--- config.mk ---
export PLATFORM = sky130hd
export DESIGN_NAME = sdram_line_reader_flat
export DESIGN_NICKNAME = d
export VERILOG_FILES = /design/src/rtl/sdram_line_reader_if.sv /design/src/rtl/sdram_line_reader.sv /design/src/flat_wrapper.sv
export SDC_FILE = /design/constraint.sdc
export NUM_CORES = 1
export LEC_CHECK = 0
export BUFFER_PORTS_ARGS = -buffer_cell sky130_fd_sc_hd__buf_2
export CAP_MARGIN = 0
export CORE_ASPECT_RATIO = 1.4
export CORE_UTILIZATION = 45
export DETAILED_ROUTE_END_ITERATION = 10
export GPL_TIMING_DRIVEN = 0
export PLACE_DENSITY = 0.61
export SYNTH_ARGS = -nofsm -noshare
export SYNTH_HDL_FRONTEND = slang
export SYNTH_SLANG_ARGS = --single-unit
--- constraint.sdc ---
create_clock -name clk -period 9.25 [get_ports clk]
set_input_delay 0.925 -clock clk [delete_from_list [all_inputs] [get_ports clk]]
set_output_delay 0.925 -clock clk [all_outputs]
set_load 0.1 [all_outputs]
--- src/rtl/sdram_line_reader_if.sv ---
// SDRAM controller main-port bundle as seen by a read-only client.
// master: the line reader (drives sel/addr/rd/wr/bs/burst).
// slave : the SDRAM controller (drives ready/dout).
interface sdram_line_reader_if;
  logic        sd_sel;
  logic [25:1] sd_addr;
  logic        sd_rd;
  logic        sd_wr;
  logic [1:0]  sd_bs;
  logic        sd_burst;
  logic        sd_ready;
  logic [63:0] sd_dout;

  modport master (
    output sd_sel, sd_addr, sd_rd, sd_wr, sd_bs, sd_burst,
    input  sd_ready, sd_dout
  );

  modport slave (
    input  sd_sel, sd_addr, sd_rd, sd_wr, sd_bs, sd_burst,
    output sd_ready, sd_dout
  );
endinterface

--- src/rtl/sdram_line_reader.sv ---
// Read-only SDRAM client with a direct-mapped cache of 64-bit lines.
// Hits are answered one cycle after the request; misses fetch the whole
// line with one four-word burst and answer when the controller raises ready.
// Optional build macro SDRAM_LINE_READER_STATS_EN adds saturating
// hit/miss counters (hit_cnt, miss_cnt) with a synchronous clear (stats_clr).
module sdram_line_reader #(
  parameter int LINES   = 4,
  parameter int TIMEOUT = 64
) (
  input  logic        clk,
  input  logic        nRESET,
  input  logic        req,
  input  logic [25:1] req_addr,
  input  logic        flush,
  output logic [15:0] rd_data,
  output logic        ack,
  output logic        busy,
`ifdef SDRAM_LINE_READER_STATS_EN
  input  logic        stats_clr,
  output logic [31:0] hit_cnt,
  output logic [31:0] miss_cnt,
`endif
  sdram_line_reader_if.master sd
);

  localparam int IW  = $clog2(LINES);
  localparam int TGW = 23 - IW;
  localparam int TW  = (TIMEOUT > 1) ? $clog2(TIMEOUT) : 1;

  typedef enum logic [1:0] {IDLE, ISSUE, ACCEPT, FILL} state_t;

  state_t           state_q, state_d;
  logic [25:1]      addr_q, addr_d;
  logic [15:0]      rd_data_q, rd_data_d;
  logic             ack_q, ack_d;
  logic             busy_q, busy_d;
  logic             sel_q, sel_d;
  logic             rd_q, rd_d;
  logic [25:1]      sd_addr_q, sd_addr_d;
  logic [TW-1:0]    tmo_q, tmo_d;
  logic             flushed_q, flushed_d;
  logic [LINES-1:0] valid_q, valid_d;

  logic [63:0]      line_q [LINES];
  logic [TGW-1:0]   tag_q  [LINES];

  logic [IW-1:0]    req_idx, cur_idx;
  logic [TGW-1:0]   req_tag, cur_tag;
  logic             req_hit, fill_done;

  assign req_idx = req_addr[IW+2:3];
  assign req_tag = req_addr[25:IW+3];
  assign cur_idx = addr_q[IW+2:3];
  assign cur_tag = addr_q[25:IW+3];

  // A same-cycle flush wins over the lookup, so the request becomes a miss.
  assign req_hit   = !flush && valid_q[req_idx] && (tag_q[req_idx] == req_tag);
  assign fill_done = (state_q == FILL) && sd.sd_ready;

  // Word k of a line sits in the upper end first: offset 0 is [63:48].
  function automatic logic [15:0] pick_word(input logic [63:0] line,
                                            input logic [1:0]  off);
    logic [15:0] w;
    case (off)
      2'd0:    w = line[63:48];
      2'd1:    w = line[47:32];
      2'd2:    w = line[31:16];
      default: w = line[15:0];
    endcase
    return w;
  endfunction

  // Next-state and output decode for the request/fill sequencer.
  always_comb begin
    state_d   = state_q;
    addr_d    = addr_q;
    rd_data_d = rd_data_q;
    ack_d     = 1'b0;
    busy_d    = busy_q;
    sel_d     = sel_q;
    rd_d      = rd_q;
    sd_addr_d = sd_addr_q;
    tmo_d     = tmo_q;
    flushed_d = flushed_q;
    valid_d   = flush ? '0 : valid_q;

    // A flush seen while a miss is outstanding keeps that line from
    // being marked valid when it lands.
    if (flush && (state_q != IDLE)) flushed_d = 1'b1;

    case (state_q)
      IDLE: begin
        if (req) begin
          addr_d = req_addr;
          if (req_hit) begin
            ack_d     = 1'b1;
            rd_data_d = pick_word(line_q[req_idx], req_addr[2:1]);
          end else begin
            busy_d    = 1'b1;
            flushed_d = 1'b0;
            state_d   = ISSUE;
          end
        end
      end
      ISSUE: begin
        // ready is low during controller init and while it is busy.
        if (sd.sd_ready) begin
          sel_d     = 1'b1;
          rd_d      = 1'b1;
          sd_addr_d = {addr_q[25:3], 2'b00};
          tmo_d     = '0;
          state_d   = ACCEPT;
        end
      end
      ACCEPT: begin
        if (!sd.sd_ready) begin
          sel_d   = 1'b0;
          rd_d    = 1'b0;
          state_d = FILL;
        end else if (tmo_q == TW'(TIMEOUT - 1)) begin
          // Not accepted in time: drop rd for a cycle, then re-issue.
          sel_d   = 1'b0;
          rd_d    = 1'b0;
          state_d = ISSUE;
        end else begin
          tmo_d = tmo_q + 1'b1;
        end
      end
      FILL: begin
        if (sd.sd_ready) begin
          ack_d     = 1'b1;
          rd_data_d = pick_word(sd.sd_dout, addr_q[2:1]);
          busy_d    = 1'b0;
          state_d   = IDLE;
          if (!flushed_q && !flush) valid_d[cur_idx] = 1'b1;
        end
      end
      default: state_d = IDLE;
    endcase
  end

  // Control and output registers; reset aborts any burst immediately.
  always_ff @(posedge clk or negedge nRESET) begin
    if (!nRESET) begin
      state_q   <= IDLE;
      rd_data_q <= '0;
      ack_q     <= 1'b0;
      busy_q    <= 1'b0;
      sel_q     <= 1'b0;
      rd_q      <= 1'b0;
      sd_addr_q <= '0;
      tmo_q     <= '0;
      flushed_q <= 1'b0;
      valid_q   <= '0;
    end else begin
      state_q   <= state_d;
      rd_data_q <= rd_data_d;
      ack_q     <= ack_d;
      busy_q    <= busy_d;
      sel_q     <= sel_d;
      rd_q      <= rd_d;
      sd_addr_q <= sd_addr_d;
      tmo_q     <= tmo_d;
      flushed_q <= flushed_d;
      valid_q   <= valid_d;
    end
  end

  // Latched request address and cache storage; validity lives in valid_q.
  always_ff @(posedge clk) begin
    addr_q <= addr_d;
    if (fill_done) begin
      line_q[cur_idx] <= sd.sd_dout;
      tag_q[cur_idx]  <= cur_tag;
    end
  end

  assign rd_data     = rd_data_q;
  assign ack         = ack_q;
  assign busy        = busy_q;
  assign sd.sd_sel   = sel_q;
  assign sd.sd_addr  = sd_addr_q;
  assign sd.sd_rd    = rd_q;
  assign sd.sd_burst = rd_q;
  assign sd.sd_wr    = 1'b0;
  assign sd.sd_bs    = 2'b11;

`ifdef SDRAM_LINE_READER_STATS_EN
  function automatic logic [31:0] sat_inc(input logic [31:0] v);
    return (v == '1) ? v : v + 32'd1;
  endfunction

  logic [31:0] hit_cnt_q, hit_cnt_d, miss_cnt_q, miss_cnt_d;
  logic        hit_ev;

  assign hit_ev = (state_q == IDLE) && req && req_hit;

  // Counter update; clear beats a same-cycle increment.
  always_comb begin
    hit_cnt_d  = hit_cnt_q;
    miss_cnt_d = miss_cnt_q;
    if (stats_clr) begin
      hit_cnt_d  = '0;
      miss_cnt_d = '0;
    end else begin
      if (hit_ev)    hit_cnt_d  = sat_inc(hit_cnt_q);
      if (fill_done) miss_cnt_d = sat_inc(miss_cnt_q);
    end
  end

  // Counter registers.
  always_ff @(posedge clk or negedge nRESET) begin
    if (!nRESET) begin
      hit_cnt_q  <= '0;
      miss_cnt_q <= '0;
    end else begin
      hit_cnt_q  <= hit_cnt_d;
      miss_cnt_q <= miss_cnt_d;
    end
  end

  assign hit_cnt  = hit_cnt_q;
  assign miss_cnt = miss_cnt_q;
`endif

endmodule

--- src/flat_wrapper.sv ---
// flat-port wrapper written by rule: the top's interface ports become plain ports
module sdram_line_reader_flat 
#(
  parameter int LINES   = 4,
  parameter int TIMEOUT = 64
)
  (clk, nRESET, req, req_addr, flush, rd_data, ack, busy, sd_sd_sel, sd_sd_addr, sd_sd_rd, sd_sd_wr, sd_sd_bs, sd_sd_burst, sd_sd_ready, sd_sd_dout);
  sdram_line_reader_if sd_i ();
  input  logic clk;
  input  logic nRESET;
  input  logic req;
  input  logic [25:1] req_addr;
  input  logic flush;
  output logic [15:0] rd_data;
  output logic ack;
  output logic busy;
  output wire logic [$bits(sd_i.sd_sel)-1:0] sd_sd_sel;
  output wire logic [$bits(sd_i.sd_addr)-1:0] sd_sd_addr;
  output wire logic [$bits(sd_i.sd_rd)-1:0] sd_sd_rd;
  output wire logic [$bits(sd_i.sd_wr)-1:0] sd_sd_wr;
  output wire logic [$bits(sd_i.sd_bs)-1:0] sd_sd_bs;
  output wire logic [$bits(sd_i.sd_burst)-1:0] sd_sd_burst;
  input wire logic [$bits(sd_i.sd_ready)-1:0] sd_sd_ready;
  input wire logic [$bits(sd_i.sd_dout)-1:0] sd_sd_dout;
  assign sd_sd_sel = sd_i.sd_sel;
  assign sd_sd_addr = sd_i.sd_addr;
  assign sd_sd_rd = sd_i.sd_rd;
  assign sd_sd_wr = sd_i.sd_wr;
  assign sd_sd_bs = sd_i.sd_bs;
  assign sd_sd_burst = sd_i.sd_burst;
  assign sd_i.sd_ready = sd_sd_ready;
  assign sd_i.sd_dout = sd_sd_dout;
  sdram_line_reader #(.LINES(LINES), .TIMEOUT(TIMEOUT)) u_core (.clk(clk), .nRESET(nRESET), .req(req), .req_addr(req_addr), .flush(flush), .rd_data(rd_data), .ack(ack), .busy(busy), .sd(sd_i));
endmodule
==> flow_summary.yaml <==
logic_synthesis:
  ys_warn_count: 0
  yosysUniqueCellTypes: 47
  yosysSeqAreaShare: 0.739
  synth_ff_type: "edfxtp_1"
  synth_cells: 769
  synth_edf_count: 365
  synthesis.area_um2: 16700
  ys_seq_elements: 420
  async_reset_ff_frac: 0.131
  syn_avg_cell_area_um2: 21.7
place:
  io_buffers: 136
  place_ws_ns: 4.62
  gp_congestion: 0.740
  dp.cells: 1393
  dp_hpwl_um: 23500
floorplanning:
  die_area_um2: 37900
  io_pins: 143
  row_count: 83
  die_h_um: 230
  core_um2: 36700
  start_util: 0.456
  die_w_um: 165
clock_network:
  ctsHoldBuffers: 0
  clock-root-buffer: "clkbuf_16"
  ctsResizeCount: 0
  clk_pin_slew_ns: 0.06
  post-cts-setup-buffers: 0
  clock_latency_ns: 0.54
  htreeDepth: 2
  cts_num_sinks: 420
  cts_buffers: 42
  tritoncts: "done"
  clockBufferDepth: 3
worst_setup_path:
  cp.arrival_ns: 4.37
  r2r_slack_ns: 5.11
  crit_end: "u_core.line_q[2][38]"
  r2r-start: "u_core.state_q[0]"
  start_kind: "flop"
  setup.worst_path.end_class: "flop"
  crit_required_ns: 9.48
  r2r_end: "u_core.line_q[2][38]"
  critical_path_peak_fanout: 25
  crit_path_start: "u_core.state_q[0]"
  rr_worst_depth: 8
  path_class: "reg2reg"
power_and_ir_drop:
  leakage_nw: 6.79
  ir_drop_mv: 0.248
  p_per_area_nw_per_um2: 287
drt:
  ant_nets: 0
  routed_via_density: 5.53
  routedWlPerCell_um: 25.0
  totalWireLength_um: 36800
  drt-pass1-iter-count: 5
  drc: 0
  drt_iter0_markers: 619
  via_count: 8150
global_route:
  grt_pass1_wl_um: 54600
  grt_usage: 0.202
  first_global_vias: 8847
  grt_max_degree: 49
  grt.overflow.total: 0
  antenna_found_initial: 7
min_path:
  min_path_type: "in2async"
finish:
  num-nets-final: 1069
  drive_gt1_frac: 0.412
  final_cells: 1473
  areaGrowthSynthToFinish_pct: 17.7
timing:
  max_slew_margin: 0.158
  finalHoldViolCount: 0
  drv_slew: 0
  period_share: 0.447
  clock_skew_ns: 0.0128
  layout_min_cycle_time_ns: 4.14
  fmax_mhz: 242
  tightestPinTransition_ns: 1.26
  grt_setup_unrepaired: "no"
  setup_viol: 0
  finalWorstSetupSlack_ns: 5.11
outcome:
  status: "complete, no violations"
run:
  drv_cap: 0
-- routing by layer --
metal,track usage,routed length (um),vias up
li1,-,-,3555
met4,0.0528,668,8
met5,0,36,-
met1,0.238,13900,4310
met3,0.0395,1870,56
met2,0.371,20400,221
-- cell families after synthesis --
| group | after synthesis | share of synthesized area |
|---|---|---|
| other cells | 2 | 0.000450 |
| compound gates | 34 | 0.0149 |
| xor+xnor | 26 | 0.0136 |
| flops | 420 | 0.739 |
| simple gates | 53 | 0.0167 |
| mux | 179 | 0.196 |
| buf+inv | 50 | 0.0160 |
| fa+ha+maj | 5 | 0.00375 |
-- cell usage in the layout, fill, tap and decap left out, types with 9 or more instances in the layout --
cell / count
a21oi_1: 9
nor2_1: 14
mux2_4: 10
buf_1: 9
dfrtp_1: 55
buf_2: 143
inv_1: 9
mux2i_1: 13
buf_4: 9
clkbuf_16: 43
mux4_2: 110
edfxtp_1: 365
nand2_1: 9
mux2_2: 46
xnor2_1: 21
o21ai_0: 10
clkbuf_1: 18
buf_6: 11
-- final cells by class --
| class | instances | area (um2) |
|---|---|---|
| antenna | 3 | 7.51 |
| buffer | 41 | 233 |
| clock buffer | 51 | 1140 |
| clock inverter | 26 | 241 |
| fill | 2907 | 17000 |
| inverter | 9 | 33.8 |
| multi-input combinational | 302 | 4130 |
| sequential | 420 | 12300 |
| tap | 467 | 584 |
| timing repair buffer | 154 | 962 |
-- power by group --
group          switching, mW  internal [mW]
Sequential            0.0958           2.30
Combinational           1.14          0.416
Clock                  0.708          0.990
Total                   1.94           3.71
-- metrics by stage --
step	hold WS, ns	setup TNS, ns	cell area (um2)	power [mW]	utilization
floorplan	0.462	0	16700	3.64	-
global placement	0.482	-445.04	18000	3.99	0.490
detailed placement	0.488	0	18300	4.01	0.499
CTS	0.216	0	19700	5.71	0.536
global route	0.211	0	19700	5.85	0.536
finish	0.232	0	19700	5.65	0.536
-- sequential cells by signal (all words and copies together) (netlist names), 2 cells and up --
register	count
u_core.line_q	256
u_core.tag_q	84
u_core.addr_q	25
u_core.sd.sd_addr	23
u_core.rd_data	16
u_core.tmo_q	6
u_core.valid_q	4
u_core.state_q	2
-- Yosys cell counts, drive strengths merged, types with 2 or more instances --
| library cell | number | area, um2 |
|---|---|---|
| dfrtp | 55 | 1380 |
| nand3b | 2 | 15.0 |
| mux2 | 56 | 668 |
| nand2b | 3 | 18.8 |
| nand3 | 6 | 30.0 |
| inv | 9 | 33.8 |
| mux2i | 13 | 130 |
| o211ai | 2 | 15.0 |
| conb | 2 | 7.51 |
| nor2 | 14 | 52.6 |
| xor2 | 5 | 43.8 |
| nand4 | 4 | 25.0 |
| mux4 | 110 | 2480 |
| and2 | 3 | 18.8 |
| o21ai | 10 | 50.1 |
| a2111oi | 2 | 42.5 |
| nand2 | 9 | 33.8 |
| buf | 28 | 184 |
| a21oi | 10 | 61.3 |
| edfxtp | 365 | 11000 |
| o221ai | 2 | 17.5 |
| xnor2 | 21 | 184 |
| ha | 5 | 62.6 |
| or4 | 2 | 18.8 |
| clkbuf | 13 | 48.8 |
| nor2b | 6 | 37.5 |
-- worst min path at each step --
stage                     cells after the start                  start               endpoint  slack, ns
after CTS                                     1                 nRESET      u_core.rd_data[3]       0.22
after global routing                          1                 nRESET      u_core.rd_data[3]       0.21
after global placement                        1  u_core.sd.sd_addr[13]  u_core.sd.sd_addr[13]       0.48
final                                         1                 nRESET      u_core.rd_data[3]       0.23
after floorplan                               2      u_core.valid_q[2]      u_core.valid_q[2]       0.46
after detailed placement                      1      u_core.rd_data[6]      u_core.rd_data[6]       0.49
-- worst max-delay path: stages (launching register included) --
cell	delay, ns
dfrtp_1	0.41
ha_1	0.20
clkbuf_1	0.67
buf_1	0.75
and3_1	0.33
nor2b_4	0.70
buf_12	0.29
buf_12	0.21
buf_12	0.22
Power figures use the tool's default switching activity.
